--- src/rtl/alu4_seq_ctrl.sv ---
// Sequencing front end for the 4-bit signed ALU: accepts commands over valid/ready,
// holds a small register file, drives the ALU for one cycle and writes back result and flags.
module alu4_seq_ctrl #(
  parameter int WIDTH = 4,
  parameter int NREG  = 4,
  localparam int IW   = (NREG > 1) ? $clog2(NREG) : 1
) (
  input  logic             clk,
  input  logic             rst,
  input  logic             cmd_valid,
  output logic             cmd_ready,
  input  logic             cmd_ldi,
  input  logic [2:0]       cmd_op,
  input  logic [IW-1:0]    cmd_rd,
  input  logic [IW-1:0]    cmd_rs1,
  input  logic [IW-1:0]    cmd_rs2,
  input  logic [WIDTH-1:0] cmd_imm,
  output logic [WIDTH-1:0] alu_a,
  output logic [WIDTH-1:0] alu_b,
  output logic [2:0]       alu_ctrl,
  input  logic [WIDTH-1:0] alu_result,
  input  logic             alu_n,
  input  logic             alu_z,
  input  logic             alu_c,
  input  logic             alu_v,
  output logic [3:0]       flags,
  output logic             done,
  input  logic [IW-1:0]    rd_sel,
  output logic [WIDTH-1:0] rd_data
);

  typedef enum logic [1:0] {
    IDLE = 2'd0,
    EXEC = 2'd1,
    WB   = 2'd2
  } state_t;

  state_t           state_q;
  logic [WIDTH-1:0] regs_q [NREG];
  logic [IW-1:0]    rd_q;
  logic [WIDTH-1:0] a_q;
  logic [WIDTH-1:0] b_q;
  logic [2:0]       ctrl_q;
  logic [WIDTH-1:0] wb_val_q;
  logic [3:0]       wb_flags_q;
  logic [3:0]       flags_q;
  logic             done_q;
  logic             ready_q;

  logic [3:0]       exec_flags_d;
  logic [3:0]       ldi_flags_d;

  // Only add/sub own C and V; every other op keeps the previous carry/overflow.
  always_comb begin
    exec_flags_d = {alu_n, alu_z, alu_c, alu_v};
    if (ctrl_q[2:1] != 2'b00) begin
      exec_flags_d[1:0] = flags_q[1:0];
    end else begin
      exec_flags_d[1:0] = {alu_c, alu_v};
    end
  end

  assign ldi_flags_d = {cmd_imm[WIDTH-1], (cmd_imm == {WIDTH{1'b0}}), flags_q[1:0]};

  // Command FSM, operand/result capture, register file and flags writeback.
  always_ff @(posedge clk or posedge rst) begin
    if (rst) begin
      state_q    <= IDLE;
      ready_q    <= 1'b1;
      done_q     <= 1'b0;
      flags_q    <= 4'b0100;
      wb_flags_q <= 4'b0000;
      wb_val_q   <= {WIDTH{1'b0}};
      rd_q       <= {IW{1'b0}};
      a_q        <= {WIDTH{1'b0}};
      b_q        <= {WIDTH{1'b0}};
      ctrl_q     <= 3'b000;
      for (int i = 0; i < NREG; i++) begin
        regs_q[i] <= {WIDTH{1'b0}};
      end
    end else begin
      case (state_q)
        IDLE: begin
          done_q <= 1'b0;
          if (cmd_valid) begin
            rd_q    <= cmd_rd;
            ready_q <= 1'b0;
            if (cmd_ldi) begin
              wb_val_q   <= cmd_imm;
              wb_flags_q <= ldi_flags_d;
              done_q     <= 1'b1;
              state_q    <= WB;
            end else begin
              a_q     <= regs_q[cmd_rs1];
              b_q     <= regs_q[cmd_rs2];
              ctrl_q  <= cmd_op;
              state_q <= EXEC;
            end
          end
        end
        EXEC: begin
          wb_val_q   <= alu_result;
          wb_flags_q <= exec_flags_d;
          done_q     <= 1'b1;
          state_q    <= WB;
        end
        WB: begin
          regs_q[rd_q] <= wb_val_q;
          flags_q      <= wb_flags_q;
          done_q       <= 1'b0;
          ready_q      <= 1'b1;
          state_q      <= IDLE;
        end
        default: begin
          done_q  <= 1'b0;
          ready_q <= 1'b1;
          state_q <= IDLE;
        end
      endcase
    end
  end

  assign cmd_ready = ready_q;
  assign done      = done_q;
  assign flags     = flags_q;
  assign alu_a     = a_q;
  assign alu_b     = b_q;
  assign alu_ctrl  = ctrl_q;
  assign rd_data   = regs_q[rd_sel];

endmodule
--- config.mk ---
export PLATFORM = sky130hd
export DESIGN_NAME = alu4_seq_ctrl
export DESIGN_NICKNAME = d
export VERILOG_FILES = /design/src/rtl/alu4_seq_ctrl.sv
export SDC_FILE = /design/constraint.sdc
export NUM_CORES = 1
export LEC_CHECK = 0
export BUFFER_PORTS_ARGS = -buffer_cell sky130_fd_sc_hd__buf_2
export CAP_MARGIN = 25
export CELL_PAD_IN_SITES_DETAIL_PLACEMENT = 1
export CELL_PAD_IN_SITES_GLOBAL_PLACEMENT = 2
export CORE_ASPECT_RATIO = 1.75
export CORE_UTILIZATION = 35
export DETAILED_ROUTE_END_ITERATION = 6
export GPL_ROUTABILITY_DRIVEN = 1
export PLACE_DENSITY = 0.83
export SETUP_SLACK_MARGIN = 0.3
export SLEW_MARGIN = 15
export SYNTH_ARGS = -nofsm -noshare
export SYNTH_HDL_FRONTEND = slang
export SYNTH_SLANG_ARGS = --single-unit
export TNS_END_PERCENT = 1
--- constraint.sdc ---
create_clock -name clk -period 2.41 [get_ports clk]
set_clock_uncertainty 0.1 [all_clocks]
set_input_delay 0.3615 -clock clk [delete_from_list [all_inputs] [get_ports clk]]
set_output_delay 0.3615 -clock clk [all_outputs]
set_load 0.01 [all_outputs]
---- Word level (Yosys, flattened, before mapping) ----
Index checks and enable logic that the tools add are counted.
storage, ports and cells
  output and inout port bits .............. 21
  word-level logic and storage cells ...... 65
  flip-flop bits (word level) ............. 45
operators by class
  muxes and demuxes ....................... 27
  equality and inequality tests ........... 4
  order comparisons ....................... 5
  bitwise logic cells ..................... 6
  reductions and logical operators ........ 9
operator list
  kind                count
  $mux 4              11
  $bmux 4 s2          3
  $bwmux 16           1
  $pmux 4 s2          2
  $ge 3x3->1 const B  4
  $not 2->3           4
  $demux 4 s2         1
  $mux 2              3
  $reduce_and 3->1    2
  $logic_not 4->1     1
  $ne 2x2->1 const B  2
  $pmux 1 s2          2
  $pmux 2 s2          1
  $reduce_and 2->1    2
  $reduce_bool 2->1   2
  $lt 3x1->1 const B  1
  $mux 1              3
  $eq 2x1->1 const B  1
  $eq 2x2->1 const B  1
  $logic_not 2->1     1
  $not 1->1           2
  $logic_and 1x1->1   1

---- Longest topological paths before layout ----
Gate-level depths: netlist of the first run.
  word-level depth ........................ 6
  gate-level depth with buffers ........... 5
  mapped depth without buffers ............ 3

---- Worst setup path after synthesis of the first run ----
No wires, ideal clock.
  path type ............................... reg-to-reg
  start point ............................. register state_q[1]
  end point ............................... register wb_flags_q[0]
  setup slack ............................. 804 ps
  required time ........................... 2185 ps
  cell stages (with the launch flop) ...... 5
  setup time .............................. 125 ps
  arrival ................................. 1381 ps
  clock period less this slack ............ 1606 ps
  cell sequence ........................... dfrtp_1 > buf_6 > nor4b_2 > mux2_2 > mux2_2
on the way
  word-level cells in the longest chain between the ends .. 3
  elaborated cells between the ends (all ways) .. 7
  classes of those cells .................. eq/ne: 3; mux: 1; reduce/logical: 3
ends and longest elaborated chain
  item                                                              RTL line  RTL
  start: declaration                                                38        state_t state_q;
  start signal: assignment                                          68        state_q <= IDLE;
  start signal: assignment                                          92        state_q <= WB;
  start signal: assignment                                          97        state_q <= EXEC;
  $eq 2x1->1 or $logic_not 2->1 (tied branches)                     82        case (state_q)
  $reduce_bool 2->1 (no source line) or $ne 2x2->1 (tied branches)  -
  $reduce_and 3->1 (no source line)                                 -
  end signal: assignment                                            90        wb_flags_q <= ldi_flags_d;
  end signal: assignment                                            103       wb_flags_q <= exec_flags_d;
  end: declaration                                                  45        logic [3:0] wb_flags_q;
Several ways; a longest one is shown, not always the timed one.
A chain may end at the register's enable or synchronous reset.

---- Worst setup path after layout of the first run ----
  start point ............................. register state_q[1]
  end point ............................... register wb_val_q[0]
on the way
  word-level cells in the longest chain between the ends .. 3
  elaborated cells between the ends (all ways) .. 7
  classes of those cells .................. eq/ne: 3; mux: 1; reduce/logical: 3
ends and longest elaborated chain
  item                                                              RTL line  RTL
  $eq 2x1->1 or $logic_not 2->1 (tied branches)                     82
  $reduce_bool 2->1 (no source line) or $ne 2x2->1 (tied branches)  -
  $reduce_and 3->1 (no source line)                                 -
  end signal: assignment                                            73        wb_val_q <= {WIDTH{1'b0}};
  end signal: assignment                                            89        wb_val_q <= cmd_imm;
  end signal: assignment                                            102       wb_val_q <= alu_result;
  end: declaration                                                  44        logic [WIDTH-1:0] wb_val_q;
Several ways; a longest one is shown, not always the timed one.

==> metrics.csv, run 1 <==
stage,metric,value,unit
global_routing,pin count of the biggest net entering global routing,31,
logic_synthesis,Post-Syn Nets,153,
layout,Syn-to-layout area delta,19.8,%
global_routing,vias in the first global route,1456,
critical_path,worst-path maximum fanout,8,
route,DR iter-0 viols,21,
logic_synthesis,synth warn,0,
route,final wirelength,4.46,mm
critical_path,Critical Path Sink Type,register,
critical_path,Reg2Reg Setup Slack,550,ps
floorplan,Core ar.,5830,µm²
logic_synthesis,Yosys cell types,21,
global_routing,initial antenna violation count,0,
global_routing,GRT overflow,0,
run_status,outcome,completed,
floorplan,die height,105,µm
sta,fin crit share,0.771,
sta,Final Critical Period,1860,ps
power,P per Cell Area,1030,nW/µm²
logic_synthesis,post-synth top area cell,dfrtp_1,
floorplan,die area,6370,µm²
placed_design,half-perimeter wire length after placement,3.50,mm
floorplan,Ports,48,
critical_path,Setup Crit Path Kind,register to register,
logic_synthesis,mapped cell area,2120,µm²
sta,Pins Over Slew Limit,0,
clock_network,PostCTS Resize Cnt,0,
layout,Nets,206,
floorplan,Std-Cell Rows,37,
critical_path,Worst path max stage delay,480,ps
route,total number of vias,1287,
sta,Slew @ Worst Pin,577,ps
clock_network,CTS buffer count,5,
critical_path,reg2reg end,wb_val_q[0],
sta,final setup TNS,0,ps
route,DRT Pass-1 Iters,4,
layout,ratio of cells with drive above 1 in the final layout,0.700,
placed_design,global placement routability congestion,0.743,
logic_synthesis,Synth Area per Inst,16.8,µm²
logic_synthesis,share of the synthesized area in the top cell type,0.509,
sta,f_max,538,MHz
logic_synthesis,register area share after synthesis,0.533,
clock_network,clk sinks,45,
hold_path,HP Class,input pin to register,
hold_path,Hold Path Sink,state_q[0],
clock_network,Post-CTS Setup Inserts,0,
critical_path,CP Cell Sequence,nor2b_1 -> mux2_2 -> mux2_2,
critical_path,Crit. Startpoint,state_q[1],
layout,# diodes,0,
hold_path,Worst Min Path Start,cmd_ldi,
power,VDD IR max,0.000471,V
clock_network,CTS max path bufs,2,
clock_network,H-Tree Depth,2,
global_routing,GRT Total Usage,0.163,
global_routing,first-pass GRT wire length,7.53,mm
logic_synthesis,ranking of synthesized cells by area,"dfrtp_1 51%, mux2_2 26%, mux4_2 13%",
critical_path,startpoint types,register,
placed_design,port bufs,47,
sta,RSZ-0062 raised after global routing,false,
clock_network,TritonCTS clock tree,yes,
critical_path,CP Data Required Time,2490,ps
route,wire length per cell,17.3,µm
layout,fin util,0.435,
sta,Final setup violation count,0,
clock_network,"Reg clk slew, reported paths",90,ps
clock_network,clock latency on the worst-skew pair,300,ps
critical_path,WP data arrival,1940,ps
hold_path,Hold Path Depth,2,
power,Leak Pwr,0.00113,µW
route,number of routed nets with antenna violations,0,
route,drt via density,4.99,
critical_path,reg-to-reg startpoint,state_q[1],
critical_path,FF-to-FF path depth,3,
critical_path,slowest CP cell,dfrtp_1,
critical_path,most used cell along the critical path,mux2_2,
logic_synthesis,cell count after synthesis,126,
floorplan,Initial Utilization,0.363,
clock_network,Root Driver,clkbuf_8,
route,# DRC,0,
sta,Final Hold Violating Endpoints,0,
floorplan,Die X,60.8,µm
sta,slew margin rel.,0.613,
logic_synthesis,Seq cells post-synth,45,
job,MaxCap Viol Count,0,
[per-stage QoR]
step           area [µm²]  total power (µW)  hold slack (ps)  instances  setup slack, ps
2_1_floorplan        2120              1840              375        126              804
3_3_place_gp         2430              2090              256        249              583
3_5_place_dp         2430              2160              277        249              545
4_1_cts              2530              2660              173        258              501
5_1_grt              2530              2800              175        258              441
6_report             2530              2610              180        258              552
[worst max-delay path, delay by kind of cell, from the launching register on]
family	cells	cell delay, ps
simple gates	1	470
mux	2	680
flops	1	480
[how the worst max path moves through the flow]
| stage | cells past startpoint | to | slack, ps |
|---|---|---|---|
| finish | 3 | wb_val_q[0] | 550 |
| global route | 3 | wb_val_q[0] | 440 |
| CTS | 3 | wb_val_q[0] | 500 |
| detailed placement | 3 | wb_flags_q[3] | 540 |
| global placement | 3 | wb_flags_q[3] | 580 |
| floorplan | 4 | wb_flags_q[0] | 800 |
[layout by cell type, fill, tap and decap left out]
cell type	Yosys	final
a21o_1	1	1
a21oi_1	1	1
and2b_1	1	1
and3b_4	2	2
buf_2	1	47
buf_4	1	2
clkbuf_8	0	6
clkinv_1	0	1
clkinv_2	0	1
clkinv_4	0	1
dfrtp_1	43	43
dfstp_2	2	2
dlygate4sd3_1	0	1
mux2_2	49	49
mux4_2	12	12
nand2b_1	1	1
nand3_1	1	1
nor2_1	2	2
nor2_2	1	1
nor2b_1	1	1
nor3_2	1	1
nor3b_4	1	1
nor4_1	1	1
nor4b_2	1	1
[area by class of cell]
| type | count | area (µm²) |
|---|---|---|
| Multi-Input combinational cell | 76 | 948 |
| Tap cell | 78 | 97.6 |
| Inverter | 1 | 3.75 |
| Timing Repair Buffer | 50 | 260 |
| Fill cell | 638 | 3300 |
| Clock inverter | 2 | 13.8 |
| Sequential cell | 45 | 1130 |
| Clock buffer | 6 | 82.6 |
[cells in the mapped netlist, drive strengths merged]
master / count
dfrtp: 43
dfstp: 2
mux4: 12
nor2b: 1
nor4b: 1
nor2: 3
nor3: 1
and2b: 1
mux2: 49
a21oi: 1
inv: 1
and3b: 2
nand3: 1
buf: 4
nand2b: 1
nor3b: 1
nor4: 1
a21o: 1
[cell families after synthesis]
logic type	Yosys count	share of synthesized area
buffers and inverters	5	0.0183
and+or+nand+nor	13	0.0538
AOI/OAI and AO/OA	2	0.00591
DFF	45	0.533
muxes	61	0.389
[sequential cells by signal (all words and copies together) (netlist names)]
signal / count
wb_flags_q: 4
alu_b: 4
wb_val_q: 4
alu_ctrl: 3
done: 1
alu_a: 4
flags: 4
state_q: 2
rd_q: 2
regs_q: 16
cmd_ready: 1
[report_power, final]
group          leakage (µW)  internal (µW)  switching, µW
Clock             0.0000512            232            252
Combinational      0.000536            533            303
Sequential         0.000547           1050            243
[metal layers]
layer / share of wire / GRT usage / vias to the layer above
li1: - / - / 582
met1: 0.36 / 0.178 / 662
met2: 0.58 / 0.291 / 37
met3: 0.038 / 0.0347 / 6
met4: 0.017 / 0.0633 / 0
met5: 0 / 0 / -
[timing repair]
action,in CTS,in global routing
endpoints found under the hold margin,13,0
hold buffers,1,0
setup endpoints to repair,0,0
Power figures use the tool's default switching activity.
==> run 2: changes to the inputs <==
==> constraint.sdc (replaced) <==
create_clock -name clk -period 1.8 [get_ports clk]
set_clock_uncertainty 0.1 [all_clocks]
set_input_delay 0.27 -clock clk [delete_from_list [all_inputs] [get_ports clk]]
set_output_delay 0.27 -clock clk [all_outputs]
set_load 0.01 [all_outputs]
==> metrics.csv, run 2 (synthesis results as in run 1) <==
stage,metric,value,unit,change
run_status,outcome,completed,,
floorplan,Ports,48,,unchanged
layout,number of fill cells,634,,-0.63%
clock_network,clock latency on the worst-skew pair,300,ps,about the same
critical_path,CP Data Required Time,1430,ps,-1060 ps
floorplan,Initial Utilization,0.363,,unchanged
clock_network,TritonCTS clock tree,yes,,
route,DRT Pass-1 Iters,4,,unchanged
placed_design,half-perimeter wire length after placement,3.65,mm,+4.2%
sta,Pins Over Slew Limit,0,,unchanged
clock_network,CTS max path bufs,2,,unchanged
floorplan,die height,105,µm,unchanged
sta,fin crit share,0.963,,
route,total number of vias,1335,,+3.7%
hold_path,Hold Path Depth,2,,unchanged
sta,RSZ-0062 raised after global routing,true,,
layout,# diodes,0,,unchanged
clock_network,CTS buffer count,5,,unchanged
critical_path,FF-to-FF path depth,4,,+1
placed_design,placed cell count,252,,+1.2%
global_routing,met1 Resource Use GR,0.199,,+0.0209
critical_path,reg-to-reg startpoint,state_q[1],,
layout,max reg flops,16,,unchanged
power,P per Cell Area,1390,nW/µm²,+35%
global_routing,GRT Total Usage,0.169,,+0.00659
clock_network,clk sinks,45,,unchanged
critical_path,Reg2Reg Setup Slack,170,ps,-380 ps
critical_path,worst-path maximum fanout,4,,-4
floorplan,die area,6370,µm²,unchanged
layout,ratio of cells with drive above 1 in the final layout,0.706,,+0.00588
global_routing,M2 GR Usage,0.280,,-0.0110
critical_path,Setup Crit Path Kind,register to output port,,
power,post-layout power,3630,µW,+39%
sta,final setup TNS,0,ps,unchanged
layout,"commonest non-fill, non-tap cell in the layout",buf_2,,
layout,most frequent cells in the layout,"46 x buf_2, 45 x mux2_2, 42 x dfrtp_1, 12 x mux4_2, 8 x buf_4",,
critical_path,CP Cell Sequence,mux4_2 -> buf_2,,
route,DR iter-0 viols,22,,+4.8%
power,Leak Pwr,0.00117,µW,+3.4%
clock_network,Root Driver,clkbuf_8,,
route,drt via density,5.04,,+0.99%
hold_path,Hold Path Sink,alu_ctrl[0],,
global_routing,vias in the first global route,1503,,+3.2%
layout,multi-input logic area,973,µm²,+2.6%
sta,Slew @ Worst Pin,617,ps,+39.6 ps
layout,Nets,213,,+3.4%
floorplan,Die X,60.8,µm,unchanged
floorplan,Std-Cell Rows,37,,unchanged
layout,Syn-to-layout area delta,23.7,%,
global_routing,GRT overflow,0,,unchanged
sta,slew margin rel.,0.586,,-0.0266
power,VDD IR max,0.000499,V,+5.8%
global_routing,first-pass GRT wire length,7.69,mm,+2.1%
global_routing,met3 usage,0.0309,,-0.00371
layout,register bank with the most flops,regs_q,,
critical_path,WP data arrival,1360,ps,-580 ps
route,final wirelength,4.69,mm,+5.2%
sta,Final setup violation count,0,,unchanged
layout,fin cells,265,,+2.7%
clock_network,H-Tree Depth,2,,unchanged
global_routing,GRT Max-Usage Layer,met2,,
sta,Final Hold Violating Endpoints,0,,unchanged
layout,Sequential Area,1130,µm²,+0.11%
critical_path,startpoint types,register,,
placed_design,global placement routability congestion,0.740,,-0.35%
route,number of routed nets with antenna violations,0,,unchanged
critical_path,Worst path max stage delay,480,ps,about the same
job,MaxCap Viol Count,0,,unchanged
hold_path,HP Class,input pin to register,,
floorplan,Core ar.,5830,µm²,unchanged
route,wire length per cell,17.7,µm,+2.4%
hold_path,Worst Min Path Start,cmd_op[0],,
sta,f_max,577,MHz,
sta,Final Critical Period,1730,ps,
layout,fin util,0.449,,+0.0139
route,# DRC,0,,unchanged
global_routing,pin count of the biggest net entering global routing,31,,unchanged
critical_path,Critical Path Sink Type,output port,,
placed_design,port bufs,47,,unchanged
global_routing,initial antenna violation count,0,,unchanged
critical_path,reg2reg end,wb_val_q[1],,
clock_network,"Reg clk slew, reported paths",80,ps,about the same
critical_path,slowest CP cell,mux4_2,,
## run 2: changes by cell type in the layout (fill, tap and decap cells not counted), moves of 3 or more
cell      previous run  this run
buf_4                2         8
mux2_4               0         4
clkbuf_1             0         3
mux2_2              49        45
## run 2: routing by layer
layer | wire, µm | vias up | part of all wire
li1 | - | 594 | -
met1 | 1770 | 696 | 0.38
met2 | 2640 | 37 | 0.56
met3 | 157 | 8 | 0.033
met4 | 120 | 0 | 0.026
met5 | 0 | - | 0
## run 2: area by class of cell
type | count | share of cell area
sequential | 45 | 0.432
timing repair buffer | 57 | 0.127
inverter | 1 | 0.00143
clock buffer | 8 | 0.0306
tap | 78 | 0.0373
multi-input combinational | 76 | 0.372
## run 2: what timing repair did
action                     in CTS  in global routing
hold buffers                    1                  0
setup buffers                   1                  3
setup endpoints to repair      39                 41
gates resized for setup         2                  1
cloned                          0                  0
hold endpoints to repair       14                  0
pin swaps                       0                  0
## run 2: per-stage QoR
step           setup slack [ps]  instance area [µm²]  hold slack [ps]
5_1_grt                    37.2                 2620              107
3_3_place_gp               94.5                 2490              182
6_report                   66.1                 2620              106
3_5_place_dp               34.3                 2490              200
4_1_cts                    65.6                 2590             94.6
2_1_floorplan               243                 2140              322
## run 2: worst max-delay path by stage
stage / start / depth (start not counted) / slack, ps / endpoint
2_1_floorplan: alu_ctrl[2] / 3 / 240 / wb_flags_q[0]
3_3_place_gp: state_q[1] / 3 / 90 / regs_q[15]
3_5_place_dp: state_q[1] / 3 / 30 / regs_q[14]
4_1_cts: regs_q[3] / 2 / 70 / rd_data[3]
5_1_grt: regs_q[5] / 2 / 40 / rd_data[1]
6_report: regs_q[13] / 2 / 70 / rd_data[1]
## run 2: worst max-delay path: cells and delay by family (launching register included)
| kind | cells | cell delay, ps |
|---|---|---|
| DFF | 1 | 430 |
| muxes | 1 | 480 |
| buffers and inverters | 1 | 150 |
## run 2: power breakdown
group | switching [µW] | internal, µW
registers | 339 | 1410
clock network | 318 | 276
logic | 472 | 816
==> run 3: changes to the inputs <==
--- a/config.mk
+++ b/config.mk
@@ -5,17 +5,18 @@
 export SDC_FILE = /design/constraint.sdc
 export NUM_CORES = 1
 export LEC_CHECK = 0
+export ABC_AREA = 1
 export BUFFER_PORTS_ARGS = -buffer_cell sky130_fd_sc_hd__buf_2
 export CAP_MARGIN = 25
 export CELL_PAD_IN_SITES_DETAIL_PLACEMENT = 1
 export CELL_PAD_IN_SITES_GLOBAL_PLACEMENT = 2
 export CORE_ASPECT_RATIO = 1.75
-export CORE_UTILIZATION = 35
+export CORE_UTILIZATION = 31
 export DETAILED_ROUTE_END_ITERATION = 6
 export GPL_ROUTABILITY_DRIVEN = 1
-export PLACE_DENSITY = 0.83
+export PLACE_DENSITY = 0.88
 export SETUP_SLACK_MARGIN = 0.3
-export SLEW_MARGIN = 15
+export SLEW_MARGIN = 20
 export SYNTH_ARGS = -nofsm -noshare
 export SYNTH_HDL_FRONTEND = slang
 export SYNTH_SLANG_ARGS = --single-unit
==> constraint.sdc (replaced) <==
create_clock -name clk -period 1.7 [get_ports clk]
set_clock_uncertainty 0.1 [all_clocks]
set_input_delay 0.255 -clock clk [delete_from_list [all_inputs] [get_ports clk]]
set_output_delay 0.255 -clock clk [all_outputs]
set_load 0.01 [all_outputs]
==> metrics.csv, run 3 <==
stage,metric,value,unit,change
run_status,outcome,completed,,
logic_synthesis,post-synth top area cell,dfrtp_1,,
route,drt via density,4.70,,-6.7%
clock_network,TritonCTS clock tree,yes,,
clock_network,clock latency on the worst-skew pair,290,ps,about the same
floorplan,Initial Utilization,0.323,,-0.0398
power,VDD IR max,0.000651,V,+30%
critical_path,Setup Crit Path Kind,register to output port,,
floorplan,Core ar.,7230,µm²,+24%
sta,Final WS setup,245,ps,+179 ps
route,number of routed nets with antenna violations,0,,unchanged
global_routing,vias in the first global route,2212,,+47%
placed_design,Post-Place Setup Slack,323,ps,+288 ps
clock_network,H-Tree Depth,2,,unchanged
layout,Syn-to-layout area delta,22.9,%,
clock_network,Root Driver,clkbuf_16,,
logic_synthesis,Main synth FF type,dfrtp_1,,
logic_synthesis,share of the synthesized area in the top cell type,0.461,,-0.0479
floorplan,Ports,48,,unchanged
power,post-layout power,4190,µW,+15%
layout,number of fill cells,896,,+41%
sta,Final Critical Period,1460,ps,
logic_synthesis,Synth Area per Inst,7.71,µm²,-54%
power,P per Cell Area,1460,nW/µm²,+5.1%
critical_path,Critical Path Sink Type,output port,,
critical_path,reg-to-reg startpoint,state_q[1],,
job,MaxCap Viol Count,0,,unchanged
floorplan,Die X,67.6,µm,+11%
layout,"commonest non-fill, non-tap cell in the layout",nand2_1,,
layout,Nets,386,,+81%
power,Leak Pwr,0.00156,µW,+33%
layout,ratio of cells with drive above 1 in the final layout,0.250,,-0.456
layout,# diodes,0,,unchanged
critical_path,Crit. Startpoint,regs_q[1],,
logic_synthesis,Post-synth EDFFs,0,,unchanged
layout,Sequential Area,1130,µm²,-0.11%
floorplan,die height,117,µm,+11%
layout,register bank with the most flops,regs_q,,
route,DRT Pass-1 Iters,4,,unchanged
global_routing,initial antenna violation count,0,,unchanged
route,final wirelength,6.36,mm,+36%
placed_design,port bufs,47,,unchanged
critical_path,startpoint types,register,,
critical_path,worst-path maximum fanout,2,,-2
placed_design,placed cell count,429,,+70%
logic_synthesis,Seq cells post-synth,45,,unchanged
sta,final setup TNS,0,ps,unchanged
clock_network,"Reg clk slew, reported paths",60,ps,-20 ps
layout,most frequent cells in the layout,"134 x nand2_1, 47 x buf_2, 43 x dfrtp_1, 25 x nand3_1, 23 x inv_1",,
logic_synthesis,synth warn,0,,unchanged
clock_network,CTS buffer count,5,,unchanged
layout,fin cells,446,,+68%
global_routing,first-pass GRT wire length,10.7,mm,+39%
route,wire length per cell,14.2,µm,-19%
critical_path,WP data arrival,1100,ps,-260 ps
logic_synthesis,cell count after synthesis,303,,+140%
layout,multi-input logic area,1010,µm²,+3.3%
placed_design,half-perimeter wire length after placement,4.89,mm,+34%
layout,max reg flops,16,,unchanged
sta,slew margin rel.,0.790,,+0.203
floorplan,die area,7900,µm²,+24%
logic_synthesis,ranking of synthesized cells by area,"dfrtp_1 46%, nand2_1 22%, nand3_1 5.4%",,
global_routing,pin count of the biggest net entering global routing,36,,+16%
sta,Final setup violation count,0,,unchanged
logic_synthesis,mapped cell area,2340,µm²,+10%
route,# DRC,0,,unchanged
clock_network,clk sinks,45,,unchanged
sta,Pins Over Slew Limit,0,,unchanged
critical_path,CP Data Required Time,1340,ps,-90 ps
logic_synthesis,register area share after synthesis,0.483,,-0.0503
global_routing,GRT Total Usage,0.185,,+0.0160
sta,fin crit share,0.856,,
sta,Final Hold Violating Endpoints,0,,unchanged
hold_path,Worst Min Path Start,cmd_op[2],,
hold_path,HP Class,input pin to register,,
sta,Slew @ Worst Pin,316,ps,-301 ps
logic_synthesis,most common cell in the netlist,nand2_1,,
route,DR iter-0 viols,112,,+410%
route,total number of vias,2097,,+57%
logic_synthesis,Yosys cell types,22,,+4.8%
sta,RSZ-0062 raised after global routing,true,,
global_routing,GRT overflow,0,,unchanged
clock_network,CTS max path bufs,2,,unchanged
floorplan,Std-Cell Rows,41,,+11%
placed_design,global placement routability congestion,0.811,,+9.6%
logic_synthesis,Post-Syn Nets,330,,+120%
logic_synthesis,most frequent cells after synthesis,"134 x nand2_1, 43 x dfrtp_1, 32 x inv_1",,
logic_synthesis,async set-reset flop share out of synthesis,1.00,,unchanged
sta,f_max,687,MHz,
run 3: worst max-delay path, stage by stage, from the launching register on:
cell	delay [ps]
dfrtp_1	390
inv_2	70
nand2_1	50
o211ai_1	90
nand2_1	80
buf_2	140
run 3: timing repair:
item,CTS,global route
hold buffers,1,0
resized for setup,10,0
endpoints found under the hold margin,10,0
setup endpoints to repair,4,39
setup buffers,6,2
pin swaps,0,1
run 3: cells by family after synthesis:
kind of cell	synth area share
and+or+nand+nor	0.345
buffers and inverters	0.0862
AOI/OAI and AO/OA	0.0857
DFF	0.483
run 3: area by class of cell:
| class | instances | share of cell area |
|---|---|---|
| clock buffer | 7 | 0.0532 |
| clock inverter | 1 | 0.00174 |
| inverter | 35 | 0.0480 |
| multi-input combinational | 214 | 0.350 |
| sequential | 45 | 0.393 |
| tap | 86 | 0.0375 |
| timing repair buffer | 58 | 0.116 |
run 3: path summary, 6_finish.rpt:
check	endpoint	cells past startpoint	slack (ps)
max	rd_data[1]	5	240
min	alu_ctrl[2]	3	70
max reg2reg	wb_val_q[2]	5	320
min reg2reg	alu_a[2]	2	380
max in group asynchronous	flags[2]	4	590
min in group asynchronous	rd_q[0]	3	370
run 3: metal layers:
metal / GRT usage / routed length, µm / vias to the layer above
met3: 0.0252 / 176 / 12
met4: 0.0936 / 212 / 0
met5: 0 / 0 / -
met2: 0.334 / 3510 / 34
li1: - / - / 1058
met1: 0.205 / 2460 / 993
run 3: metrics by stage:
step           area, µm²  utilization  hold WS [ps]
2_1_floorplan       2340            -           165
3_3_place_gp        2640        0.365           124
3_5_place_dp        2640        0.365           123
4_1_cts             2860        0.395          67.1
5_1_grt             2870        0.397          83.1
6_report            2870        0.397          68.6
run 3: where the power goes:
| group | switching [µW] | total [µW] | internal, µW |
|---|---|---|---|
| logic | 872 | 1450 | 574 |
| clock network | 406 | 1030 | 623 |
| registers | 259 | 1710 | 1450 |
| total | 1540 | 4190 | 2650 |
